<file path="config.mk">
export PLATFORM = sky130hd
export DESIGN_NAME = vc_link_arbiter_flat
export DESIGN_NICKNAME = d
export VERILOG_FILES = /design/src/rtl/vc_link_arbiter_pkg.sv /design/src/rtl/vc_link_arbiter_if.sv /design/src/rtl/vc_link_arbiter_rr_pick.sv /design/src/rtl/vc_link_arbiter.sv /design/src/flat_wrapper.sv
export SDC_FILE = /design/constraint.sdc
export NUM_CORES = 1
export LEC_CHECK = 0
export CAP_MARGIN = 10
export CORE_ASPECT_RATIO = 0.6
export CORE_MARGIN = 8
export CORE_UTILIZATION = 37
export CTS_BUF_LIST = sky130_fd_sc_hd__clkbuf_2 sky130_fd_sc_hd__clkbuf_4 sky130_fd_sc_hd__clkbuf_8
export CTS_CLUSTER_DIAMETER = 60
export CTS_CLUSTER_SIZE = 28
export DETAILED_ROUTE_END_ITERATION = 8
export PLACE_DENSITY_LB_ADDON = 0.1
export SLEW_MARGIN = 20
export SYNTH_ARGS = -nofsm -noshare
export SYNTH_HDL_FRONTEND = slang
export SYNTH_SLANG_ARGS = --single-unit
</file>
<file path="constraint.sdc">
create_clock -name clk -period 2.4 [get_ports clk]
set_clock_uncertainty 0.2 [all_clocks]
set_input_delay 0.48 -clock clk [delete_from_list [all_inputs] [get_ports clk]]
set_output_delay 0.48 -clock clk [all_outputs]
set_load 0.02 [all_outputs]
</file>
<file path="src/rtl/vc_link_arbiter_pkg.sv">
// rtl/vc_link_arbiter_pkg.sv - shared types and helpers for the credit link arbiter
package vc_arb_pkg;

    typedef enum logic {
        IDLE = 1'b0,
        LOCK = 1'b1
    } arb_state_t;

    localparam int MAX_REQ = 8;
    localparam int GRANT_W = $clog2(MAX_REQ);

    typedef logic [GRANT_W-1:0] grant_idx_t;

    // Next round-robin start position, wrapping at num_req.
    function automatic grant_idx_t rr_next(input grant_idx_t ptr, input int unsigned num_req);
        if (32'(ptr) + 32'd1 >= num_req) begin
            return '0;
        end
        return ptr + grant_idx_t'(1);
    endfunction

endpackage

</file>
<file path="src/rtl/vc_link_arbiter_if.sv">
// rtl/vc_link_arbiter_if.sv - requester handshake and credit link bundle
interface vc_link_arbiter_if #(
    parameter int NUM_REQ = 4,
    parameter int DATA_W  = 8
);
    logic [NUM_REQ-1:0]             req_valid;
    logic [NUM_REQ-1:0][DATA_W-1:0] req_data;
    logic [NUM_REQ-1:0]             req_last;
    logic [NUM_REQ-1:0]             req_ready;
    logic                           link_valid;
    logic [DATA_W-1:0]              link_data;
    logic                           link_credit;

    modport master (
        output req_valid, req_data, req_last, link_credit,
        input  req_ready, link_valid, link_data
    );

    modport slave (
        input  req_valid, req_data, req_last, link_credit,
        output req_ready, link_valid, link_data
    );
endinterface

</file>
<file path="src/rtl/vc_link_arbiter_rr_pick.sv">
// rtl/vc_link_arbiter_rr_pick.sv - first set request at or after ptr, with wrap
module rr_priority_pick #(
    parameter int N = 4,
    parameter int W = 2
) (
    input  logic [N-1:0] req,
    input  logic [W-1:0] ptr,
    output logic [W-1:0] gnt_idx,
    output logic         gnt_any
);
    int idx;

    // Scan from the farthest offset down so the closest request to ptr wins.
    always_comb begin
        gnt_idx = '0;
        gnt_any = 1'b0;
        idx     = 0;
        for (int i = N - 1; i >= 0; i--) begin
            idx = int'(ptr) + i;
            if (idx >= N) begin
                idx = idx - N;
            end
            if (req[idx[W-1:0]]) begin
                gnt_idx = idx[W-1:0];
                gnt_any = 1'b1;
            end
        end
    end
endmodule

</file>
<file path="src/rtl/vc_link_arbiter.sv">
// rtl/vc_link_arbiter.sv - packet-locked round-robin arbiter onto a credit-flow-controlled link
module vc_link_arbiter
    import vc_arb_pkg::*;
#(
    parameter int   NUM_REQ = 4,
    parameter int   DATA_W  = 8,
    parameter int   CREDITS = 7,
    localparam int  CNT_W   = $clog2(CREDITS + 1),
    localparam int  GNT_W   = $clog2(NUM_REQ)
) (
    input  logic             clk,
    input  logic             reset_n,
    vc_link_arbiter_if.slave link,
    output logic [CNT_W-1:0] credit_cnt,
    output logic [GNT_W-1:0] grant_id,
    output logic             busy,
    output logic             err_credit_ovf
);
    arb_state_t       state, state_nxt;
    logic [GNT_W-1:0] rr_ptr, rr_ptr_nxt, grant_nxt, pick_idx;
    logic             pick_any, has_credit, accept, accept_last;
    logic [DATA_W-1:0] beat_data;

    rr_priority_pick #(.N(NUM_REQ), .W(GNT_W)) u_pick (
        .req     (link.req_valid),
        .ptr     (rr_ptr),
        .gnt_idx (pick_idx),
        .gnt_any (pick_any)
    );

    assign busy        = (state == LOCK);
    assign has_credit  = (credit_cnt != '0);
    assign accept      = busy & has_credit & link.req_valid[grant_id];
    assign accept_last = accept & link.req_last[grant_id];
    assign beat_data   = link.req_data[grant_id];

    // Ready depends only on lock owner and credits, never on valid.
    always_comb begin
        link.req_ready = '0;
        if (busy && has_credit) begin
            link.req_ready[grant_id] = 1'b1;
        end
    end

    always_comb begin
        state_nxt  = state;
        grant_nxt  = grant_id;
        rr_ptr_nxt = rr_ptr;
        case (state)
            IDLE: begin
                if (pick_any) begin
                    state_nxt = LOCK;
                    grant_nxt = pick_idx;
                end
            end
            LOCK: begin
                if (accept_last) begin
                    state_nxt  = IDLE;
                    rr_ptr_nxt = GNT_W'(rr_next(grant_idx_t'(grant_id), NUM_REQ));
                end
            end
            default: state_nxt = IDLE;
        endcase
    end

    always_ff @(posedge clk or negedge reset_n) begin
        if (!reset_n) begin
            state    <= IDLE;
            grant_id <= '0;
            rr_ptr   <= '0;
        end else begin
            state    <= state_nxt;
            grant_id <= grant_nxt;
            rr_ptr   <= rr_ptr_nxt;
        end
    end

    // A simultaneous accept and returned credit cancel out.
    always_ff @(posedge clk or negedge reset_n) begin
        if (!reset_n) begin
            credit_cnt     <= CNT_W'(CREDITS);
            err_credit_ovf <= 1'b0;
        end else if (accept && !link.link_credit) begin
            credit_cnt <= credit_cnt - CNT_W'(1);
        end else if (!accept && link.link_credit) begin
            if (credit_cnt == CNT_W'(CREDITS)) begin
                err_credit_ovf <= 1'b1;
            end else begin
                credit_cnt <= credit_cnt + CNT_W'(1);
            end
        end
    end

    always_ff @(posedge clk or negedge reset_n) begin
        if (!reset_n) begin
            link.link_valid <= 1'b0;
            link.link_data  <= '0;
        end else begin
            link.link_valid <= accept;
            if (accept) begin
                link.link_data <= beat_data;
            end
        end
    end
endmodule

</file>
<file path="src/flat_wrapper.sv">
// flat-port wrapper written by rule: the top's interface ports become plain ports
module vc_link_arbiter_flat import vc_arb_pkg::*;
#(
    parameter int   NUM_REQ = 4,
    parameter int   DATA_W  = 8,
    parameter int   CREDITS = 7,
    localparam int  CNT_W   = $clog2(CREDITS + 1),
    localparam int  GNT_W   = $clog2(NUM_REQ)
)
  (clk, reset_n, credit_cnt, grant_id, busy, err_credit_ovf, link_req_valid, link_req_data, link_req_last, link_link_credit, link_req_ready, link_link_valid, link_link_data);
  vc_link_arbiter_if #(.NUM_REQ(NUM_REQ), .DATA_W(DATA_W)) link_i ();
  input  logic clk;
  input  logic reset_n;
  output logic [CNT_W-1:0] credit_cnt;
  output logic [GNT_W-1:0] grant_id;
  output logic busy;
  output logic err_credit_ovf;
  input wire logic [$bits(link_i.req_valid)-1:0] link_req_valid;
  input wire logic [$bits(link_i.req_data)-1:0] link_req_data;
  input wire logic [$bits(link_i.req_last)-1:0] link_req_last;
  input wire logic [$bits(link_i.link_credit)-1:0] link_link_credit;
  output wire logic [$bits(link_i.req_ready)-1:0] link_req_ready;
  output wire logic [$bits(link_i.link_valid)-1:0] link_link_valid;
  output wire logic [$bits(link_i.link_data)-1:0] link_link_data;
  assign link_i.req_valid = link_req_valid;
  assign link_i.req_data = link_req_data;
  assign link_i.req_last = link_req_last;
  assign link_i.link_credit = link_link_credit;
  assign link_req_ready = link_i.req_ready;
  assign link_link_valid = link_i.link_valid;
  assign link_link_data = link_i.link_data;
  vc_link_arbiter #(.NUM_REQ(NUM_REQ), .DATA_W(DATA_W), .CREDITS(CREDITS)) u_core (.clk(clk), .reset_n(reset_n), .link(link_i), .credit_cnt(credit_cnt), .grant_id(grant_id), .busy(busy), .err_credit_ovf(err_credit_ovf));
endmodule
</file>
== After elaboration in Yosys (flattened, before gate mapping) ==
Index checks and enable logic that the tools add are counted.
Operators by class
  $lt $le $gt $ge: 11
  equality and inequality tests: 2
  reduce and logical (&&, ||, !) cells: 12
  bitwise gates (word level): 5
  mux-type cells: 40
  add/sub/neg operators: 11
Operator list (number)
  greater-or-equal comparator 32 x 3 -> 1 bit (second input constant): 1
  two-way mux 2 bit: 10
  binary-select mux 8 bit (select 2 bit): 1
  two-way mux 1 bit: 16
  less-than comparator 2 x 3 -> 1 bit (second input constant): 5
  binary-select mux 1 bit (select 2 bit): 6
  greater-or-equal comparator 3 bit (second input constant): 3
  two-way mux 3 bit: 3
  two-way mux 8 bit: 1
  subtractor 2 x 1 -> 2 bit (second input constant): 4
  adder 2 x 1 -> 3 bit (second input constant): 2
  adder 2 x 2 -> 3 bit (second input constant): 2
  AND reduction 2 bit: 3
  logical AND 1 bit: 4
  two-way mux 4 bit: 1
  adder 3 x 1 -> 3 bit (second input constant): 1
  bitwise AND 1 bit: 3
  == test 3 bit (second input constant): 1
  greater-or-equal comparator 2 x 3 -> 1 bit (second input constant): 1
  AND reduction 3 bit: 1
  nonzero test 3 bit: 1
  subtractor 3 x 1 -> 3 bit (second input constant): 1
  adder 2 x 1 -> 2 bit (second input constant): 1
  demux 1 bit (select 2 bit): 1
  other kinds (6): 8
Storage, ports and cells
  bits of input ports: 43
  bits in registers: 18
  logic and storage cells: 88

== Longest topological paths before layout ==
Gate-level depths: netlist of run 1.
  depth after elaboration: 11
  gate-level depth with buffers: 11
  gate-level depth less buffers: 10

== Hierarchy ==
A second synthesis of run 1 with hierarchy kept.
Second synthesis, totals
  cells, all modules: 93
  area, all modules: 1232.4 um^2
Modules (own cells, without submodules)
  vc_link_arbiter: cells each 80, area an instance 1154.9 um^2, instances 1, sequential area each 454.2 um^2
  rr_priority_pick: cells each 13, area an instance 77.6 um^2, instances 1, sequential area each 0.0 um^2

== Worst setup path before layout of run 1 ==
No wires, ideal clock.
  kind: register to register
  from: register u_core.grant_id[1]
  to: register u_core.credit_cnt[2]
  clock period less this slack: 2.747 ns
  required time: 2.109 ns
  slack: -0.347 ns
  data arrival time: 2.456 ns
  library setup time: 0.091 ns
  stages on the path, launching flop included: 11
  path through: dfrtp_1 -> mux4_2 -> nand2_8 -> inv_1 -> ha_1 -> xor2_1 -> ha_1 -> a21oi_1 -> mux2i_1 -> o21ai_0 -> o31ai_1
Between the ends
  longest elaborated chain between the ends: 7
  elaborated cells on any way between the ends: 10
RTL lines
  start: declaration: RTL line vc_link_arbiter.sv:15  | output logic [GNT_W-1:0] grant_id,
  start signal: assignment: RTL line vc_link_arbiter.sv:73  | grant_id <= grant_nxt;
  binary-select mux 1 bit (select 2 bit) *: RTL line vc_link_arbiter.sv:33  | assign accept = busy & has_credit & link.req_valid[grant_id];
  two-way mux 1 bit (not written as such) *: RTL line vc_link_arbiter.sv:33
  bitwise AND 1 bit *: RTL line vc_link_arbiter.sv:33
  net u_core.accept: RTL line vc_link_arbiter.sv:21  | logic pick_any, has_credit, accept, accept_last;
  zero test 1 bit: RTL line vc_link_arbiter.sv:85  | end else if (!accept && link.link_credit) begin
  logical AND 1 bit: RTL line vc_link_arbiter.sv:85
  nonzero test 2 bit (no source line)
  AND reduction 2 bit (no source line)
  end signal: assignment: RTL line vc_link_arbiter.sv:81  | credit_cnt <= CNT_W'(CREDITS);
  end signal: assignment: RTL line vc_link_arbiter.sv:84  | credit_cnt <= credit_cnt - CNT_W'(1);
  end signal: assignment: RTL line vc_link_arbiter.sv:89  | credit_cnt <= credit_cnt + CNT_W'(1);
  end: declaration: RTL line vc_link_arbiter.sv:14  | output logic [CNT_W-1:0] credit_cnt,
The timed path passes the listed nets; every way through them passes the cells marked *. The select of a mux whose other input is x is not followed.
A chain may end at the register's enable or synchronous reset.

== Worst setup path in the final report of run 1 ==
  from: input port link_req_valid[3]
  to: register u_core.credit_cnt[2]
Between the ends
  longest elaborated chain between the ends: 7
  elaborated cells on any way between the ends: 10
RTL lines
  start: declaration: RTL line flat_wrapper.sv:18  | input wire logic [$bits(link_i.req_valid)-1:0] link_req_valid;
  binary-select mux 1 bit (select 2 bit) *: RTL line vc_link_arbiter.sv:33
  two-way mux 1 bit (not written as such) *: RTL line vc_link_arbiter.sv:33
  bitwise AND 1 bit *: RTL line vc_link_arbiter.sv:33
  net u_core.accept: RTL line vc_link_arbiter.sv:21
  zero test 1 bit: RTL line vc_link_arbiter.sv:85
  logical AND 1 bit: RTL line vc_link_arbiter.sv:85
  nonzero test 2 bit (no source line)
  AND reduction 2 bit (no source line)
Marks and branches as above.

==> results of run 1 <==
-- routing by layer --
metal,track usage,vias up,part of all wire
li1,-,507,-
met1,0.161,511,0.44
met2,0.219,35,0.47
met3,0.0669,4,0.081
met4,0.0416,0,0.0086
met5,0,-,0
-- final timing paths --
path	end	cells past startpoint
worst max-delay path	u_core.credit_cnt[2]	11
worst min-delay path	u_core.err_credit_ovf	1
worst max register to register	u_core.credit_cnt[2]	10
worst min register to register	u_core.err_credit_ovf	1
max in group asynchronous	u_core.credit_cnt[1]	2
min in group asynchronous	u_core.grant_id[1]	2
-- report_power, final --
group | leakage, nW | switching, W | internal [W]
sequential | 0.206 | 0.000131 | 0.000488
clock | 0.0262 | 0.0000975 | 0.000129
combinational | 0.703 | 0.000891 | 0.00106
-- kinds of logic (layout without fill, tap and decap cells) --
family	after synthesis	count (layout)	synth area share
muxes	22	22	0.314
xor gates and xnor gates	2	2	0.0140
and+or+nand+nor	12	12	0.0768
buffers and inverters	11	91	0.0399
AOI/OAI and AO/OA	19	19	0.104
adders and majority gates	9	9	0.0897
DFF	18	18	0.362
-- critical path: stages --
cell and delay (ns):
clkdlybuf4s15_1 0.18, mux4_2 0.54, nand2_8 0.09, inv_4 0.04
ha_4 0.16, xor2_2 0.14, ha_2 0.18, a21oi_4 0.13
mux2i_1 0.20, o21ai_1 0.09, o31ai_1 0.07
-- synthesized netlist by cell type (2+ instances only) --
master / instances / share of area
mux2i_1: 3 / 0.024
o21a_1: 2 / 0.012
inv_1: 8 / 0.024
xor2_1: 2 / 0.014
dfrtp_1: 15 / 0.30
o31ai_1: 2 / 0.012
and2_1: 4 / 0.020
dfstp_2: 3 / 0.063
nand2_1: 2 / 0.0060
mux2_4: 9 / 0.11
ha_1: 9 / 0.090
o221ai_1: 2 / 0.014
mux4_2: 9 / 0.16
a21oi_1: 6 / 0.024
-- timing repair --
item,4_1_cts,5_1_grt
resized for setup,14,1
endpoints found under the hold margin,0,0
pin swaps,3,2
setup endpoints to repair,6,1
buffers inserted,1,1
-- stage by stage --
stage,utilization,instance area (um2)
floorplan,-,1280
global placement,0.631,2050
detailed placement,0.631,2050
CTS,0.652,2110
global route,0.656,2130
finish,0.656,2130
-- layout make-up --
cell class	count	area, um2	area share
tap	45	56.3	0.0265
clock buffer	4	48.8	0.0229
sequential	18	455	0.214
inverter	8	32.5	0.0153
multi-input combinational	64	792	0.372
timing repair buffer	79	743	0.349
-- state kept, by name, summed over array words and instances, names as in the netlist --
name,flops
u_core.link.link_valid,1
u_core.credit_cnt,3
u_core.grant_id,2
u_core.busy,1
u_core.rr_ptr,2
u_core.link.link_data,8
u_core.err_credit_ovf,1
==> out/summary.txt, run 1 <==
Num CTS Buffers = 3
r2r startpoint = u_core.grant_id[1]
clk_lat worst skew = 0.25 ns
vias in the first global route = 1210
Startpoint Class = input pin
Final Hold Viols = 0
nets@finish = 226
top_reg_cell synth = dfrtp_1
global route overflow = 0
H-tree depth = 1
antenna-violating nets left = 0
Overall Global Routing Usage = 0.137
critical path class = in -> reg
worst hold slack = 0.293 ns
fillcell total = 273
1st-pass router iterations = 2
Finished Layout Cells = 218
initial antenna violation count = 0
Num Clock Sinks = 18
Synth Warn # = 0
FMAX = 427 MHz
Die H = 61.1 um
number of diodes = 0
WL final = 3.61 mm
RSZ-0062 raised after global routing = yes
core area = 3240 um2
Post-CTS Hold Buffers = 0
Post-synth EDFFs = 0
Post-Syn Nets = 145
WP data required = 2.36 ns
status = finished clean
Peak VDD IR = 0.752 mV
most common cell after layout, fill and taps aside = clkdlybuf4s50_1
clock-pin slew on the worst setup and hold paths = 0.06 ns
final period utilization = 0.975
Crit path arrival time = 2.30 ns
# IOs = 63
synthesis-stage register bit count = 18
max_cap viols = 0
Leakage Power = 0.935 nW
Critical path origin = link_req_valid[3]
setup tns final = 0 ns
final worst setup slack = 0.0593 ns
Least-Margin Pin Slew = 0.244 ns
clk root buf = clkbuf_8
first-pass GRT wire length = 5.95 mm
DR DRC count = 0
Starting Density = 0.387
die width = 91.2 um
Vias/cell = 4.85
Max clock buf depth = 2
Post-Syn Area = 1250 um2
Area Overhead vs Synth = 69.6%
DR WL/cell = 16.6 um
r2r setup slk = 0.07 ns
Placer Congestion = 0.815
Slew Limit Headroom = 0.837
CTS tree = done
Mapped Cells = 93
DP Cell Count = 212
overall power = 0.00279 W
critical path fanouts, max = 2
Synth cell types = 31
Seq/Total Area, Yosys = 0.362
Final setup viols = 0
hpwl dp = 3.07 mm
worst hold-check path type = reg -> reg
commonest non-fill, non-tap cells in the layout = 54 x clkdlybuf4s50_1, 17 x buf_4, 14 x dfrtp_1
P per Cell Area = 1310 nW/um2
pre-CTS setup slack = -0.462 ns
Starting DRT DRC Count = 22
Setup crit end kind = flop
Vias = 1057
port bufs = 62
Async S/R FF share, synth = 1.00
share of layout cells above drive strength 1 = 0.306
crit path time final = 2.34 ns
row cnt = 16
largest net degree at the start of global routing = 19
Die ar. = 5570 um2
max-slew violations = 0
mean area per synthesized cell = 13.5 um2
worst hold start = u_core.err_credit_ovf
No activity file was read; power rests on OpenSTA's default activity.
==> run 2, diff against run 1 <==
- ABC_AREA: unset -> 0
==> results of run 2 <==
Final layout, timing and power as in run 1 (identical DEF).
